===== src/rtl/ring_osc_pkg.sv =====
// rtl/ring_osc_pkg.sv - shared types and helpers for the ring oscillator meter
package ring_osc_pkg;

    typedef enum logic [1:0] {
        S_IDLE   = 2'd0,
        S_SETTLE = 2'd1,
        S_COUNT  = 2'd2,
        S_DONE   = 2'd3
    } state_t;

    // Bits needed for a counter that runs 0..max(a,b)-1 (never less than one bit).
    function automatic int cyc_width(input int a, input int b);
        int m;
        m = (a > b) ? a : b;
        return (m <= 1) ? 1 : $clog2(m);
    endfunction

endpackage


===== src/rtl/sync_2ff.sv =====
// rtl/sync_2ff.sv - 1-bit two-flop synchronizer for asynchronous inputs
module sync_2ff (
    input  logic i_clk,
    input  logic i_rst_n,
    input  logic i_d,
    output logic o_q
);

    logic r_meta;
    logic r_sync;

    // Two back-to-back flops give the first stage a full cycle to resolve.
    always_ff @(posedge i_clk) begin
        if (!i_rst_n) begin
            r_meta <= 1'b0;
            r_sync <= 1'b0;
        end else begin
            r_meta <= i_d;
            r_sync <= r_meta;
        end
    end

    assign o_q = r_sync;

endmodule


===== src/rtl/ring_osc_meter.sv =====
// rtl/ring_osc_meter.sv - gated ring oscillator frequency meter (settle, count window, report)
module ring_osc_meter
    import ring_osc_pkg::*;
#(
    parameter int WINDOW_CYCLES = 1024,
    parameter int SETTLE_CYCLES = 16,
    parameter int CNT_W         = 16
) (
    input  logic             i_clk,
    input  logic             i_rst_n,
    input  logic             i_start,
    input  logic             i_osc_in,
    output logic             o_osc_stop,
    output logic             o_busy,
    output logic             o_valid,
    output logic [CNT_W-1:0] o_count
);

    localparam int               CYC_W       = cyc_width(WINDOW_CYCLES, SETTLE_CYCLES);
    localparam logic [CYC_W-1:0] SETTLE_LAST = CYC_W'(SETTLE_CYCLES - 1);
    localparam logic [CYC_W-1:0] WINDOW_LAST = CYC_W'(WINDOW_CYCLES - 1);
    localparam logic [CNT_W-1:0] CNT_MAX     = '1;

    state_t           r_state;
    state_t           w_next_state;
    logic [CYC_W-1:0] r_cyc;
    logic [CNT_W-1:0] r_edge;
    logic [CNT_W-1:0] w_edge_next;
    logic             r_prev;
    logic             w_sync;
    logic             w_rise;
    logic             r_osc_stop;
    logic             r_busy;
    logic             r_valid;
    logic [CNT_W-1:0] r_count;

    sync_2ff u_sync (
        .i_clk   (i_clk),
        .i_rst_n (i_rst_n),
        .i_d     (i_osc_in),
        .o_q     (w_sync)
    );

    assign w_rise = w_sync & ~r_prev;

    // Next-state and next edge-count; edges only count while in COUNT, saturating at all-ones.
    always_comb begin
        w_next_state = r_state;
        w_edge_next  = r_edge;
        case (r_state)
            S_IDLE: begin
                w_edge_next = '0;
                if (i_start) w_next_state = S_SETTLE;
            end
            S_SETTLE: begin
                if (r_cyc == SETTLE_LAST) w_next_state = S_COUNT;
            end
            S_COUNT: begin
                if (w_rise && (r_edge != CNT_MAX)) w_edge_next = r_edge + CNT_W'(1);
                if (r_cyc == WINDOW_LAST) w_next_state = S_DONE;
            end
            S_DONE: begin
                w_next_state = S_IDLE;
            end
            default: begin
                w_next_state = S_IDLE;
            end
        endcase
    end

    // State register and cycle counter; the counter restarts from zero on every state entry.
    always_ff @(posedge i_clk) begin
        if (!i_rst_n) begin
            r_state <= S_IDLE;
            r_cyc   <= '0;
        end else begin
            r_state <= w_next_state;
            if ((w_next_state != r_state) || (r_state == S_IDLE)) r_cyc <= '0;
            else                                                 r_cyc <= r_cyc + CYC_W'(1);
        end
    end

    // Edge path; prev is held high in IDLE so a ring that starts high is not seen as a rise.
    always_ff @(posedge i_clk) begin
        if (!i_rst_n) begin
            r_prev <= 1'b1;
            r_edge <= '0;
        end else begin
            r_prev <= (r_state == S_IDLE) ? 1'b1 : w_sync;
            r_edge <= w_edge_next;
        end
    end

    // Outputs registered from the next state so they line up with the state they describe.
    always_ff @(posedge i_clk) begin
        if (!i_rst_n) begin
            r_osc_stop <= 1'b1;
            r_busy     <= 1'b0;
            r_valid    <= 1'b0;
            r_count    <= '0;
        end else begin
            r_osc_stop <= (w_next_state == S_IDLE) || (w_next_state == S_DONE);
            r_busy     <= (w_next_state != S_IDLE);
            r_valid    <= (w_next_state == S_DONE);
            if (w_next_state == S_DONE) r_count <= w_edge_next;
        end
    end

    assign o_osc_stop = r_osc_stop;
    assign o_busy     = r_busy;
    assign o_valid    = r_valid;
    assign o_count    = r_count;

endmodule


===== config.mk =====
export PLATFORM = sky130hd
export DESIGN_NAME = ring_osc_meter
export DESIGN_NICKNAME = d
export VERILOG_FILES = /design/src/rtl/ring_osc_pkg.sv /design/src/rtl/sync_2ff.sv /design/src/rtl/ring_osc_meter.sv
export SDC_FILE = /design/constraint.sdc
export NUM_CORES = 1
export LEC_CHECK = 0
export BUFFER_PORTS_ARGS = -buffer_cell sky130_fd_sc_hd__buf_2
export CAP_MARGIN = 20
export CORE_MARGIN = 2
export CORE_UTILIZATION = 58
export CTS_CLUSTER_SIZE = 28
export DETAILED_ROUTE_END_ITERATION = 16
export PLACE_DENSITY = 0.78
export SLEW_MARGIN = 20
export SYNTH_ARGS = -nofsm -noshare
export SYNTH_HDL_FRONTEND = slang
export SYNTH_SLANG_ARGS = --single-unit

===== constraint.sdc =====
create_clock -name i_clk -period 3.5 [get_ports i_clk]
set_clock_uncertainty 0.15 [all_clocks]
set_input_delay 0.7 -clock i_clk [delete_from_list [all_inputs] [get_ports i_clk]]
set_output_delay 0.7 -clock i_clk [all_outputs]
set_load 0.005 [all_outputs]

==> impl_metrics.py <==
metrics = {
    "clock_tree": {
        "cts_resized": 0,
        "path_clk_slew_ns": 0.09,
        "cts_sinks": 50,
        "hold_buffers": 0,
        "cts_root_buf": "clkbuf_8",
        "cts_tree": "yes",
        "cts_inserted_buffers": 5,
        "insertion_delay_ns": 0.30,
        "cts.path.max_buffers": 2,
        "htree_levels": 2,
        "cts_setup_buffers": 0,
    },
    "finish": {
        "nets": 299,
        "utilization": 0.661,
        "drive_gt1_frac": 0.155,
        "stdcell_count": 341,
        "antenna_cells": 0,
        "fillerInstances": 342,
        "areaGrowthSynthToFinish_pct": 10.9,
    },
    "sta": {
        "setup_slack_ns": 0.510,
        "fin_tns_setup_ns": 0,
        "relSlewSlack": 0.513,
        "rsz0062_at_grt": "false",
        "fin_crit_ns": 2.99,
        "drv_slew": 0,
        "timing_hold_violations_final": 0,
        "setup_viol": 0,
        "post-route-period-util": 0.854,
        "fmaxAchievable_mhz": 334,
        "tightest_slew_ns": 0.725,
    },
    "placed_design": {
        "gp_congestion": 0.903,
        "hpwlAfterDp_mm": 3.41,
        "place_inst": 334,
        "place_ws_ns": 0.546,
        "io_buffers": 22,
    },
    "synthesis": {
        "yosysUniqueCellTypes": 50,
        "syn_inst": 270,
        "postSynthAreaPerCell_um2": 8.77,
        "yosys_warnings": 0,
        "async_flop_share": 0,
        "synth_top_area_frac": 0.423,
        "syn-cell-area_um2": 2370,
        "synth-edff-count": 0,
        "synth_area_leaders": "dfxtp_1 (42%), nor2_1 (4.3%), nand2_1 (4.0%)",
        "syn-num-nets": 278,
        "ys.flop_type": "dfxtp_1",
        "ys_seq_elements": 50,
        "yosysTopAreaCell": "dfxtp_1",
        "yosysSeqAreaShare": 0.423,
    },
    "drt": {
        "drtAntennaViolNets": 0,
        "wl_mm": 4.99,
        "drc": 0,
        "drtIter0Drc": 144,
        "drt-pass1-iter-count": 4,
        "post_drt_wl_per_cell_um": 14.6,
        "vias": 2038,
        "viasPerCell": 5.98,
    },
    "power": {
        "clkPwrFrac": 0.396,
        "switching_share": 0.210,
        "vdd_drop_max_mv": 0.273,
        "power_density_nw_per_um2": 383,
        "p_comb_frac": 0.028,
        "p_leak_nw": 0.955,
        "switching_power_w": 0.000211,
        "internal_power_w": 0.000795,
        "p_seq_frac": 0.576,
    },
    "setup_path": {
        "cp_common_cell": "ha_1",
        "rr_endpoint": "o_count[14]",
        "startpoint": "r_cyc[0]",
        "crit_path_end": "o_count[14]",
        "cp_cell_sequence": "ha_1, and3_1, a311oi_1, nor3_1, inv_1, ha_1, o211ai_1, buf_4, or4_1, nand3_1",
        "arrival_ns": 3.08,
        "critPathLaunchType": "flip-flop",
        "crit_path_end_kind": "flip-flop",
        "critPathKind": "reg -> reg",
        "required_ns": 3.59,
        "cp.depth": 10,
        "slowest_delay_ns": 0.49,
        "cp_num_buf_inv": 2,
        "crit_path_max_fanout": 8,
        "crit_slowest_cell": "or4_1",
        "worstReg2RegStart": "r_cyc[0]",
        "critPathTopFamily": "simple AND/OR/NAND/NOR gates",
        "rrSetupSlack_ns": 0.51,
        "r2r_cells": 10,
    },
    "grt": {
        "grt_first_pass_wirelength_mm": 8.43,
        "grtUsageTotal": 0.244,
        "globalRoute.totalOverflow": 0,
        "antenna_found_initial": 0,
        "grt_start_max_net_pins": 18,
        "grt_pass1_vias": 1800,
    },
    "floorplanning": {
        "start_util": 0.596,
        "fp.dieW_um": 67.9,
        "fp.dieArea_um2": 4610,
        "core_um2": 3970,
        "io_pins": 23,
        "row_count": 23,
        "die_h_um": 67.9,
    },
    "run": {
        "max_cap_violations": 0,
    },
    "min_path": {
        "hp-class": "reg -> reg",
    },
    "status": {
        "status": "complete, no violations",
    },
}
routing by layer:
layer  vias up  GRT usage  wire length [µm]
li1       1045          -                 -
met1       958      0.325              2410
met2        29      0.392              2370
met3         6     0.0576               157
met4         0     0.0750                51
met5         -          0                 0
power groups by stage:
stage                     registers (W)   logic, W  clock network [W]
after floorplan                0.000590  0.0000202                  0
after global placement         0.000592  0.0000283                  0
after detailed placement       0.000593  0.0000283                  0
after CTS                      0.000579  0.0000285           0.000404
after global routing           0.000580  0.0000319           0.000434
final                          0.000579  0.0000283           0.000398
layout make-up:
cell class                 instances  area [µm²]  share of cell area
clock buffer                       5        68.8              0.0262
timing repair buffer              25         133              0.0505
clock inverter                     2        38.8              0.0148
multi-input combinational        199        1280               0.489
inverter                          10        37.5              0.0143
tap                               50        62.6              0.0238
sequential                        50        1000               0.381
cell families (layout without fill, tap and decap cells):
logic type                 Yosys count  after routing  synth area share
muxes                                1              1           0.00423
buffers and inverters               21             42            0.0349
DFF                                 50             50             0.423
and+or+nand+nor                    124            124             0.292
adders and majority gates            4              4            0.0211
AOI/OAI and AO/OA                   60             60             0.188
xor gates and xnor gates            10             10            0.0370
layout by cell type, fill, tap and decap left out, types with 9 or more instances in the layout:
cell     instances
nand2_1         25
nand3_1         16
dfxtp_1         50
o21ai_0          9
a21oi_1         12
buf_2           22
inv_1           10
or4_1           11
nor2_1          27
worst reg2reg max path, cell delays in order, from the launching register on:
cell and delay, ns:
dfxtp_1 0.33, ha_1 0.26, and3_1 0.24, a311oi_1 0.31, nor3_1 0.15, inv_1 0.08
ha_1 0.22, o211ai_1 0.31, buf_4 0.29, or4_1 0.50, nand3_1 0.10
per-stage QoR:
step	power [W]	area (µm²)	hold slack [ns]
floorplan	0.000610	2370	0.262
global placement	0.000621	2520	0.265
detailed placement	0.000621	2520	0.273
CTS	0.00101	2630	0.295
global route	0.00105	2630	0.324
finish	0.00101	2630	0.291
synthesized netlist by cell type (4+ instances only):
cell	number
dfxtp_1	50
ha_1	4
nand2_1	25
or3_1	6
o311ai_0	4
clkbuf_1	8
or4_1	11
and3_1	4
o21ai_0	9
nand3_1	16
o31ai_1	6
o211ai_1	7
and2_1	4
inv_1	10
a21oi_1	12
xnor2_1	7
nand4_1	6
nor3_1	6
nor2_1	27
worst min path at each step:
stage                  to  cells after the start          start  slack, ns
3_3_place_gp   u_sync.o_q                      1  u_sync.r_meta       0.26
5_1_grt          r_cyc[0]                      1       r_cyc[0]       0.32
2_1_floorplan  u_sync.o_q                      1  u_sync.r_meta       0.26
3_5_place_dp   u_sync.o_q                      1  u_sync.r_meta       0.27
6_report       u_sync.o_q                      1  u_sync.r_meta       0.29
4_1_cts        u_sync.o_q                      1  u_sync.r_meta       0.30
flip-flops by register name (all words and copies together) (netlist names):
register       cells
o_count           16
o_valid            1
r_edge            16
u_sync.r_meta      1
o_busy             1
u_sync.o_q         1
r_state            2
r_cyc             10
o_osc_stop         1
r_prev             1
Note: power is estimated with default switching activity, not from simulation.
